## config.mk

```make
export PLATFORM = sky130hd
export DESIGN_NAME = maq_h_flat
export DESIGN_NICKNAME = d
export VERILOG_FILES = /design/src/rtl/clock_pkg.sv /design/src/rtl/maq_h_if.sv /design/src/rtl/maq_h_btn_sync_rep.sv /design/src/rtl/maq_h.sv /design/src/flat_wrapper.sv
export SDC_FILE = /design/constraint.sdc
export NUM_CORES = 1
export LEC_CHECK = 0
export BUFFER_PORTS_ARGS = -buffer_cell sky130_fd_sc_hd__buf_2
export CAP_MARGIN = 40
export CORE_MARGIN = 2
export CORE_UTILIZATION = 55
export CTS_CLUSTER_DIAMETER = 200
export DETAILED_ROUTE_END_ITERATION = 10
export PLACE_DENSITY_LB_ADDON = 0.3
export SKIP_LAST_GASP = 1
export SYNTH_ARGS = -nofsm -noshare
export SYNTH_HDL_FRONTEND = slang
export SYNTH_SLANG_ARGS = --single-unit
export TNS_END_PERCENT = 30
```

## constraint.sdc

```tcl
create_clock -name maqh_clock -period 4.1 [get_ports maqh_clock]
set_clock_uncertainty 0.2 [all_clocks]
set_input_delay 0.615 -clock maqh_clock [delete_from_list [all_inputs] [get_ports maqh_clock]]
set_output_delay 0.615 -clock maqh_clock [all_outputs]
set_load 0.1 [all_outputs]
```

## src/rtl/clock_pkg.sv

```systemverilog
// clock_pkg: definitions shared by the clock datapath stages.
//   - btn_state_t : state encoding of the manual-button synchroniser/auto-repeat FSM
//   - BCD limits for the 24-hour range (00..23) and the 12-hour range (01..12)
//   - hour24_legal(): true when a digit pair is a reachable 24-hour value
package clock_pkg;

    typedef enum logic [1:0] {
        IDLE   = 2'd0,
        HOLD   = 2'd1,
        REPEAT = 2'd2
    } btn_state_t;

    // 24-hour limits: tens digit tops out at 2, and at tens == 2 the units wrap after 3
    localparam logic [1:0] HOUR_MSD_MAX  = 2'd2;
    localparam logic [3:0] HOUR_LSD_WRAP = 4'd3;
    localparam logic [3:0] BCD_MAX       = 4'd9;

    // 12-hour limits: display runs 12, 01..11, so tens tops out at 1 and 12 is the top value
    localparam logic [1:0] H12_MSD_MAX   = 2'd1;
    localparam logic [3:0] H12_LSD_TOP   = 4'd2;
    localparam logic [3:0] H12_LSD_PM    = 4'd1;

    function automatic logic hour24_legal(input logic [1:0] msd, input logic [3:0] lsd);
        return (lsd <= BCD_MAX) && (msd <= HOUR_MSD_MAX) &&
               !((msd == HOUR_MSD_MAX) && (lsd > HOUR_LSD_WRAP));
    endfunction

endpackage

```

## src/rtl/maq_h_if.sv

```systemverilog
// maq_h_if: signal bundle between the hours stage and its environment.
//   enable_1hz    : one-cycle tick per second
//   inc_min       : minutes-advance qualifier
//   maqh_inc_hora : minutes carry (level, high while minutes == 59)
//   btn_inc_hora  : raw asynchronous set-hour button
//   maqh_lsd/msd  : hour digits (BCD)
//   maqh_inc_dia  : day carry
//   maqh_pm       : AM/PM flag, only present when MAQH_12H_EN is defined
// Modport slave is the hours stage; modport master is whoever drives it.
interface maq_h_if;
    logic       enable_1hz;
    logic       inc_min;
    logic       maqh_inc_hora;
    logic       btn_inc_hora;
    logic [3:0] maqh_lsd;
    logic [1:0] maqh_msd;
    logic       maqh_inc_dia;
`ifdef MAQH_12H_EN
    logic       maqh_pm;
`endif

    modport slave (
        input  enable_1hz, inc_min, maqh_inc_hora, btn_inc_hora,
`ifdef MAQH_12H_EN
        output maqh_pm,
`endif
        output maqh_lsd, maqh_msd, maqh_inc_dia
    );

    modport master (
        output enable_1hz, inc_min, maqh_inc_hora, btn_inc_hora,
`ifdef MAQH_12H_EN
        input  maqh_pm,
`endif
        input  maqh_lsd, maqh_msd, maqh_inc_dia
    );
endinterface

```

## src/rtl/maq_h_btn_sync_rep.sv

```systemverilog
// btn_sync_rep: manual button conditioner, shared by the set-hour and set-minute paths.
//   clock      : system clock (rising edge)
//   reset      : asynchronous active-low reset
//   enable_1hz : one-cycle tick per second, paces the auto-repeat
//   btn_raw    : asynchronous active-high button
//   man_inc    : one-cycle increment request
// A press gives one immediate increment; holding it for REPEAT_DELAY ticks starts
// one increment per tick until release.
module btn_sync_rep
    import clock_pkg::*;
#(
    parameter int SYNC_STAGES  = 2,
    parameter int REPEAT_DELAY = 2
) (
    input  logic clock,
    input  logic reset,
    input  logic enable_1hz,
    input  logic btn_raw,
    output logic man_inc
);

    localparam int CNT_W = $clog2(REPEAT_DELAY + 1);
    localparam logic [CNT_W-1:0] CNT_LAST = CNT_W'(REPEAT_DELAY - 1);

    logic [SYNC_STAGES-1:0] sync_reg;
    logic                   btn_s;
    logic                   btn_q_reg;
    logic                   rise;
    btn_state_t             state_reg, state_next;
    logic [CNT_W-1:0]       cnt_reg, cnt_next;

    // Synchroniser chain: bit 0 samples the raw button, the top bit is the clean level
    always_ff @(posedge clock or negedge reset) begin
        if (!reset) begin
            sync_reg  <= '0;
            btn_q_reg <= 1'b0;
        end else begin
            sync_reg  <= {sync_reg[SYNC_STAGES-2:0], btn_raw};
            btn_q_reg <= btn_s;
        end
    end

    assign btn_s = sync_reg[SYNC_STAGES-1];
    assign rise  = btn_s & ~btn_q_reg;

    always_ff @(posedge clock or negedge reset) begin
        if (!reset) begin
            state_reg <= IDLE;
            cnt_reg   <= '0;
        end else begin
            state_reg <= state_next;
            cnt_reg   <= cnt_next;
        end
    end

    always_comb begin
        state_next = state_reg;
        cnt_next   = cnt_reg;
        man_inc    = 1'b0;
        unique case (state_reg)
            IDLE: begin
                if (rise) begin
                    man_inc    = 1'b1;
                    state_next = HOLD;
                    cnt_next   = '0;
                end
            end
            HOLD: begin
                if (!btn_s) begin
                    state_next = IDLE;
                end else if (enable_1hz) begin
                    // The tick that completes the delay only arms the repeat; it does not count
                    if (cnt_reg == CNT_LAST) begin
                        state_next = REPEAT;
                    end else begin
                        cnt_next = cnt_reg + 1'b1;
                    end
                end
            end
            REPEAT: begin
                man_inc = enable_1hz;
                if (!btn_s) begin
                    state_next = IDLE;
                end
            end
            default: begin
                state_next = IDLE;
            end
        endcase
    end

endmodule

```

## src/rtl/maq_h.sv

```systemverilog
// maq_h: hours stage of the clock datapath.
//   maqh_clock : system clock (rising edge)
//   reset      : asynchronous active-low reset
//   bus        : maq_h_if.slave (tick, minutes carry, set-hour button, digits, day carry)
// Advances on the minutes carry (qualified by enable_1hz and inc_min) or on the
// conditioned set-hour button; coincident requests advance by one hour only.
// Optional MAQH_12H_EN: 12-hour display (12, 01..11) with AM/PM flag maqh_pm.
module maq_h
    import clock_pkg::*;
#(
    parameter int SYNC_STAGES  = 2,
    parameter int REPEAT_DELAY = 2
) (
    input  logic     maqh_clock,
    input  logic     reset,
    maq_h_if.slave   bus
);

    logic       auto_inc;
    logic       man_inc;
    logic       inc;
    logic [3:0] lsd_reg, lsd_next;
    logic [1:0] msd_reg, msd_next;

    btn_sync_rep #(
        .SYNC_STAGES  (SYNC_STAGES),
        .REPEAT_DELAY (REPEAT_DELAY)
    ) u_btn (
        .clock      (maqh_clock),
        .reset      (reset),
        .enable_1hz (bus.enable_1hz),
        .btn_raw    (bus.btn_inc_hora),
        .man_inc    (man_inc)
    );

    // Same qualification the minutes stage uses to wrap 59 -> 00, so both move on one edge
    assign auto_inc = bus.enable_1hz & bus.inc_min & bus.maqh_inc_hora;
    assign inc      = auto_inc | man_inc;

`ifdef MAQH_12H_EN
    logic pm_reg, pm_next;
    logic legal12;

    assign legal12 = (lsd_reg <= BCD_MAX) && (msd_reg <= H12_MSD_MAX) &&
                     !((msd_reg == H12_MSD_MAX) && (lsd_reg > H12_LSD_TOP)) &&
                     !((msd_reg == 2'd0) && (lsd_reg == 4'd0));

    always_ff @(posedge maqh_clock or negedge reset) begin
        if (!reset) begin
            msd_reg <= H12_MSD_MAX;
            lsd_reg <= H12_LSD_TOP;
            pm_reg  <= 1'b0;
        end else begin
            msd_reg <= msd_next;
            lsd_reg <= lsd_next;
            pm_reg  <= pm_next;
        end
    end

    always_comb begin
        lsd_next = lsd_reg;
        msd_next = msd_reg;
        pm_next  = pm_reg;
        if (inc) begin
            if (!legal12) begin
                msd_next = H12_MSD_MAX;
                lsd_next = H12_LSD_TOP;
            end else if ((msd_reg == H12_MSD_MAX) && (lsd_reg == H12_LSD_TOP)) begin
                // 12 -> 01: the meridiem flips on the way into 12, not out of it
                msd_next = 2'd0;
                lsd_next = 4'd1;
            end else if ((msd_reg == H12_MSD_MAX) && (lsd_reg == H12_LSD_PM)) begin
                lsd_next = H12_LSD_TOP;
                pm_next  = ~pm_reg;
            end else if (lsd_reg == BCD_MAX) begin
                lsd_next = '0;
                msd_next = msd_reg + 1'b1;
            end else begin
                lsd_next = lsd_reg + 1'b1;
            end
        end
    end

    assign bus.maqh_pm      = pm_reg;
    assign bus.maqh_inc_dia = (msd_reg == H12_MSD_MAX) && (lsd_reg == H12_LSD_PM) &&
                              pm_reg && bus.maqh_inc_hora;
`else
    always_ff @(posedge maqh_clock or negedge reset) begin
        if (!reset) begin
            msd_reg <= '0;
            lsd_reg <= '0;
        end else begin
            msd_reg <= msd_next;
            lsd_reg <= lsd_next;
        end
    end

    always_comb begin
        lsd_next = lsd_reg;
        msd_next = msd_reg;
        if (inc) begin
            // A corrupted digit pair recovers to 00 on the next increment
            if (!hour24_legal(msd_reg, lsd_reg) ||
                ((msd_reg == HOUR_MSD_MAX) && (lsd_reg == HOUR_LSD_WRAP))) begin
                msd_next = '0;
                lsd_next = '0;
            end else if (lsd_reg == BCD_MAX) begin
                lsd_next = '0;
                msd_next = msd_reg + 1'b1;
            end else begin
                lsd_next = lsd_reg + 1'b1;
            end
        end
    end

    assign bus.maqh_inc_dia = (msd_reg == HOUR_MSD_MAX) && (lsd_reg == HOUR_LSD_WRAP) &&
                              bus.maqh_inc_hora;
`endif

    assign bus.maqh_lsd = lsd_reg;
    assign bus.maqh_msd = msd_reg;

endmodule

```

## src/flat_wrapper.sv

```systemverilog
// flat-port wrapper written by rule: the top's interface ports become plain ports
module maq_h_flat import clock_pkg::*;
#(
    parameter int SYNC_STAGES  = 2,
    parameter int REPEAT_DELAY = 2
)
  (maqh_clock, reset, bus_enable_1hz, bus_inc_min, bus_maqh_inc_hora, bus_btn_inc_hora, bus_maqh_lsd, bus_maqh_msd, bus_maqh_inc_dia);
  maq_h_if bus_i ();
  input  logic maqh_clock;
  input  logic reset;
  input wire logic [$bits(bus_i.enable_1hz)-1:0] bus_enable_1hz;
  input wire logic [$bits(bus_i.inc_min)-1:0] bus_inc_min;
  input wire logic [$bits(bus_i.maqh_inc_hora)-1:0] bus_maqh_inc_hora;
  input wire logic [$bits(bus_i.btn_inc_hora)-1:0] bus_btn_inc_hora;
  output wire logic [$bits(bus_i.maqh_lsd)-1:0] bus_maqh_lsd;
  output wire logic [$bits(bus_i.maqh_msd)-1:0] bus_maqh_msd;
  output wire logic [$bits(bus_i.maqh_inc_dia)-1:0] bus_maqh_inc_dia;
  assign bus_i.enable_1hz = bus_enable_1hz;
  assign bus_i.inc_min = bus_inc_min;
  assign bus_i.maqh_inc_hora = bus_maqh_inc_hora;
  assign bus_i.btn_inc_hora = bus_btn_inc_hora;
  assign bus_maqh_lsd = bus_i.maqh_lsd;
  assign bus_maqh_msd = bus_i.maqh_msd;
  assign bus_maqh_inc_dia = bus_i.maqh_inc_dia;
  maq_h #(.SYNC_STAGES(SYNC_STAGES), .REPEAT_DELAY(REPEAT_DELAY)) u_core (.maqh_clock(maqh_clock), .reset(reset), .bus(bus_i));
endmodule
```

==> results <==
- The run finished, with violations left.
- The checks that failed: hold timing.
- The start-to-end type of the worst setup path is flip-flop to output port.
- The proportion of layout cells with a drive suffix above 1 is 0.2326.
- The total via count after detailed routing is 609.
- The capture point of the worst reg-to-reg path is u_core.bus.maqh_lsd[1].
- The register with the most flip-flops in the layout has 4 of them.
- The highest clock rate is 403.4 MHz.
- The area occupied by registers is 325.3 um^2.
- The launch instance of the worst register-to-register path is u_core.bus.maqh_msd[0].
- The number of warnings reported in the yosys synthesis log is 0.
- The share of total power dissipated in sequential elements is 0.327.
- STA puts the critical path data arrival time at 1660 ps.
- STA puts the critical path data required time at 3280 ps.
- For this design the total switching power over the nets is approximately 380 uW.
- The number of sinks handled by clock tree synthesis is 13.
- For the pin with the worst max-slew slack, the measured transition is 488.5 ps.
- The sequential share of the synthesized area is 0.4491.
- The area growth from synthesis to layout is 12.44%.
- Setup repair after global routing left no endpoint under its margin.
- The kind of start point of the critical path is a flip-flop.
- In this run the static leakage power is 0.0003851 uW.
- The die outline width is 40.29 um.
- Across every metal layer, demand over resource in global routing totals 0.2207.
- The total DRC errors in the routed layout is 0.
- The area of all placed cells without fillers is slightly above 800 um^2.
- The proportion of power drawn by the clock network is 0.118.
- The number of placement rows is 13.
- The mapped cell area is slightly above 700 um^2.
- The post-CTS setup-driven buffer insertion count is 0.
- The number of clock buffers inserted by TritonCTS is 3.
- In this run the deepest clock path goes through 2 buffers.
- The layout filler cell count is 107.
- In the post-synthesis netlist, the biggest area contributors are sky130_fd_sc_hd__dfrtp_1 (45%), sky130_fd_sc_hd__ha_1 (5.2%), sky130_fd_sc_hd__a22o_1 (3.6%).
- The number of ports placed on the die boundary is 13.
- Of the post-synthesis cell area, the dominant cell type holds 0.4491.
- Buffers inserted to repair hold after CTS numbered 0.
- The post-place instance area is approximately 790 um^2.
- The initial antenna violation count is 0.
- The number of global-route vias before repair is 534.
- The total area of multi-input combinational cells is 365.4 um^2.
- The power share of the combinational group is 0.554.
- The final hold violation count is 6.
- The share of the clock period used by the worst path is 0.6046.
- The tree is rooted in a sky130_fd_sc_hd__clkbuf_4.
- The total wire length after detailed routing is 1516 um.
- The first global-routing pass estimated 2290 um of wire.
- The top cell types in the final layout, fill and taps aside, are sky130_fd_sc_hd__dfrtp_1 (13), sky130_fd_sc_hd__buf_2 (12), sky130_fd_sc_hd__nor2_1 (6).
- The shortest clock period the worst path allows after layout is 2479 ps.
- The biggest area contributor in the post-synthesis netlist is sky130_fd_sc_hd__dfrtp_1.
- The total overflow reported by the global router is 0.
- For this configuration, the core starts out at a cell density of 0.5710.
- The final RePlAce weighted congestion is 0.7815.
- In this run the tightest slew margin relative to its limit is 0.6766.
- The post-route setup TNS is 0 ps.
- The worst hold path belongs to the class input port to async pin.
- The detailed-route wire length per cell is 15.01 um.
- The post-synthesis average cell area is 10.06 um^2.
- Before antenna repair, the detailed router went through 4 iterations.
- 0 antenna diodes ended up in the layout.
- On the final layout, the worst hold slack is -2.752 ps.
- Of the total power, the share spent switching nets is 0.5547.
- Clock-pin slew was measured on the worst setup and hold paths at ~80 ps.
- The H-tree depth is 1.
- The via density per instance is roughly 6.0.
- The initial DRC count is 12.
- Entering global routing, the biggest net connects 14 pins.
- The library cell used most frequently in the layout, excluding fill and tap cells, is sky130_fd_sc_hd__dfrtp_1.
- IR analysis of the VDD net gives a maximum drop of 531.8 uV.
- The placeable core region is roughly 1300 um^2.
- STA classifies the critical path endpoint as an output port.
- The floorplan step defined a die boundary enclosing between 1500 and 2000 um^2.
- The post-DP HPWL is around 1100 um.
- Across the run, the number of max-cap violations was 0.
- The register bit count reported by yosys is 13.
- Gates resized during post-CTS repair numbered 0.
- The y dimension of the die is 40.29 um.
- The number of cells on the worst reg-to-reg path is 6.
- After synthesis, the netlist uses 33 different library cells.
- Setup slack on the worst reg-to-reg path comes out at 2100 ps.
- The antenna violation net count after detailed routing is 0.
- Input and output buffers added on the ports amount to 12.
- Setup violations remaining at the end of the flow were counted as 0.
- The total internal power is 306.7 uW.
- The clock latency reported for the late side of the worst-skew pair is ~280 ps.
- For this design the ratio of total power to cell area is about 850 nW/um^2.
- The gate count after technology mapping is 72.
- The net count after synthesis is between 80 and 90.
- The max-slew violation total from the final report came to 0.
- TritonCTS built the clock tree.
- The total number of nets in the final design is 96.
- The final core utilization is 0.6420.
- In this run the worst path has a maximum fanout of 8.
==> worst max-delay path, stage by stage (launching register included) <==
cell and delay, ps:
sky130_fd_sc_hd__dfrtp_1 530, sky130_fd_sc_hd__nand2_1 90, sky130_fd_sc_hd__nor2_1 130, sky130_fd_sc_hd__and4_1 210, sky130_fd_sc_hd__buf_2 420
==> cell families (layout without fill, tap and decap cells) <==
logic type,Yosys count,count (layout),share of synthesized area
mux,2,2,0.02763
buf+inv,7,21,0.04663
fa+ha+maj,3,3,0.05182
flops,13,13,0.4490
simple gates,25,25,0.1883
compound gates,22,22,0.2366
==> cells in the mapped netlist <==
library cell / count
sky130_fd_sc_hd__o22ai_1: 1
sky130_fd_sc_hd__a21oi_1: 3
sky130_fd_sc_hd__or4_4: 1
sky130_fd_sc_hd__clkbuf_1: 1
sky130_fd_sc_hd__a31oi_4: 1
sky130_fd_sc_hd__dfrtp_1: 13
sky130_fd_sc_hd__or2_2: 2
sky130_fd_sc_hd__nand3_1: 1
sky130_fd_sc_hd__a22o_1: 3
sky130_fd_sc_hd__mux2i_1: 2
sky130_fd_sc_hd__o21ai_1: 1
sky130_fd_sc_hd__o211ai_1: 2
sky130_fd_sc_hd__nor2b_1: 2
sky130_fd_sc_hd__nor4b_1: 1
sky130_fd_sc_hd__a32oi_1: 1
sky130_fd_sc_hd__a211o_1: 1
sky130_fd_sc_hd__or3_1: 1
sky130_fd_sc_hd__o2111ai_1: 1
sky130_fd_sc_hd__and3_1: 1
sky130_fd_sc_hd__o21ai_0: 3
sky130_fd_sc_hd__ha_1: 3
sky130_fd_sc_hd__inv_1: 5
sky130_fd_sc_hd__nand2b_1: 2
sky130_fd_sc_hd__nand2_1: 5
sky130_fd_sc_hd__buf_6: 1
sky130_fd_sc_hd__a21o_1: 1
sky130_fd_sc_hd__and2_1: 1
sky130_fd_sc_hd__o21a_1: 2
sky130_fd_sc_hd__and4_1: 1
sky130_fd_sc_hd__nor2_1: 6
sky130_fd_sc_hd__a31o_2: 1
sky130_fd_sc_hd__a32o_1: 1
sky130_fd_sc_hd__nor3_1: 1
==> layer usage <==
layer | part of all wire | vias up | global-route usage
met5 | 0 | - | 0
met4 | 0.040 | 0 | 0.1750
met2 | 0.47 | 32 | 0.3629
li1 | - | 292 | -
met1 | 0.41 | 276 | 0.2561
met3 | 0.071 | 9 | 0.02778
==> cell type report <==
cell class | instances | area share
repair buffers | 12 | 0.07373
inverters | 5 | 0.02304
multi-input cells | 52 | 0.4485
clock buffers | 4 | 0.03226
well taps | 15 | 0.02304
flip-flops and latches | 13 | 0.3994
==> per-stage QoR <==
step	cells	worst slack [ps]	power [uW]
CTS	101	1632	688.0
global route	101	1518	728.1
detailed placement	97	1940	607.4
global placement	97	1980	590.5
finish	101	1621	688.7
floorplan	72	1075	545.0
==> worst max path at each step <==
stage / from / endpoint / slack (ps)
final: u_core.bus.maqh_lsd[1] / bus_maqh_inc_dia / 1620
after global routing: u_core.bus.maqh_lsd[0] / bus_maqh_inc_dia / 1520
after CTS: u_core.bus.maqh_msd[0] / bus_maqh_inc_dia / 1630
after detailed placement: u_core.bus.maqh_msd[0] / bus_maqh_inc_dia / 1940
after global placement: u_core.bus.maqh_msd[0] / bus_maqh_inc_dia / 1980
after floorplan: u_core.bus.maqh_lsd[1] / bus_maqh_inc_dia / 1080
==> power groups by stage <==
stage	sequential (uW)	combinational (uW)	clock, uW
2_1_floorplan	373	172	0
3_3_place_gp	221	369	0
3_5_place_dp	227	381	0
4_1_cts	224	382	82.3
5_1_grt	232	406	90.4
6_report	225	382	81.5
(Power assumes the default switching activity.)
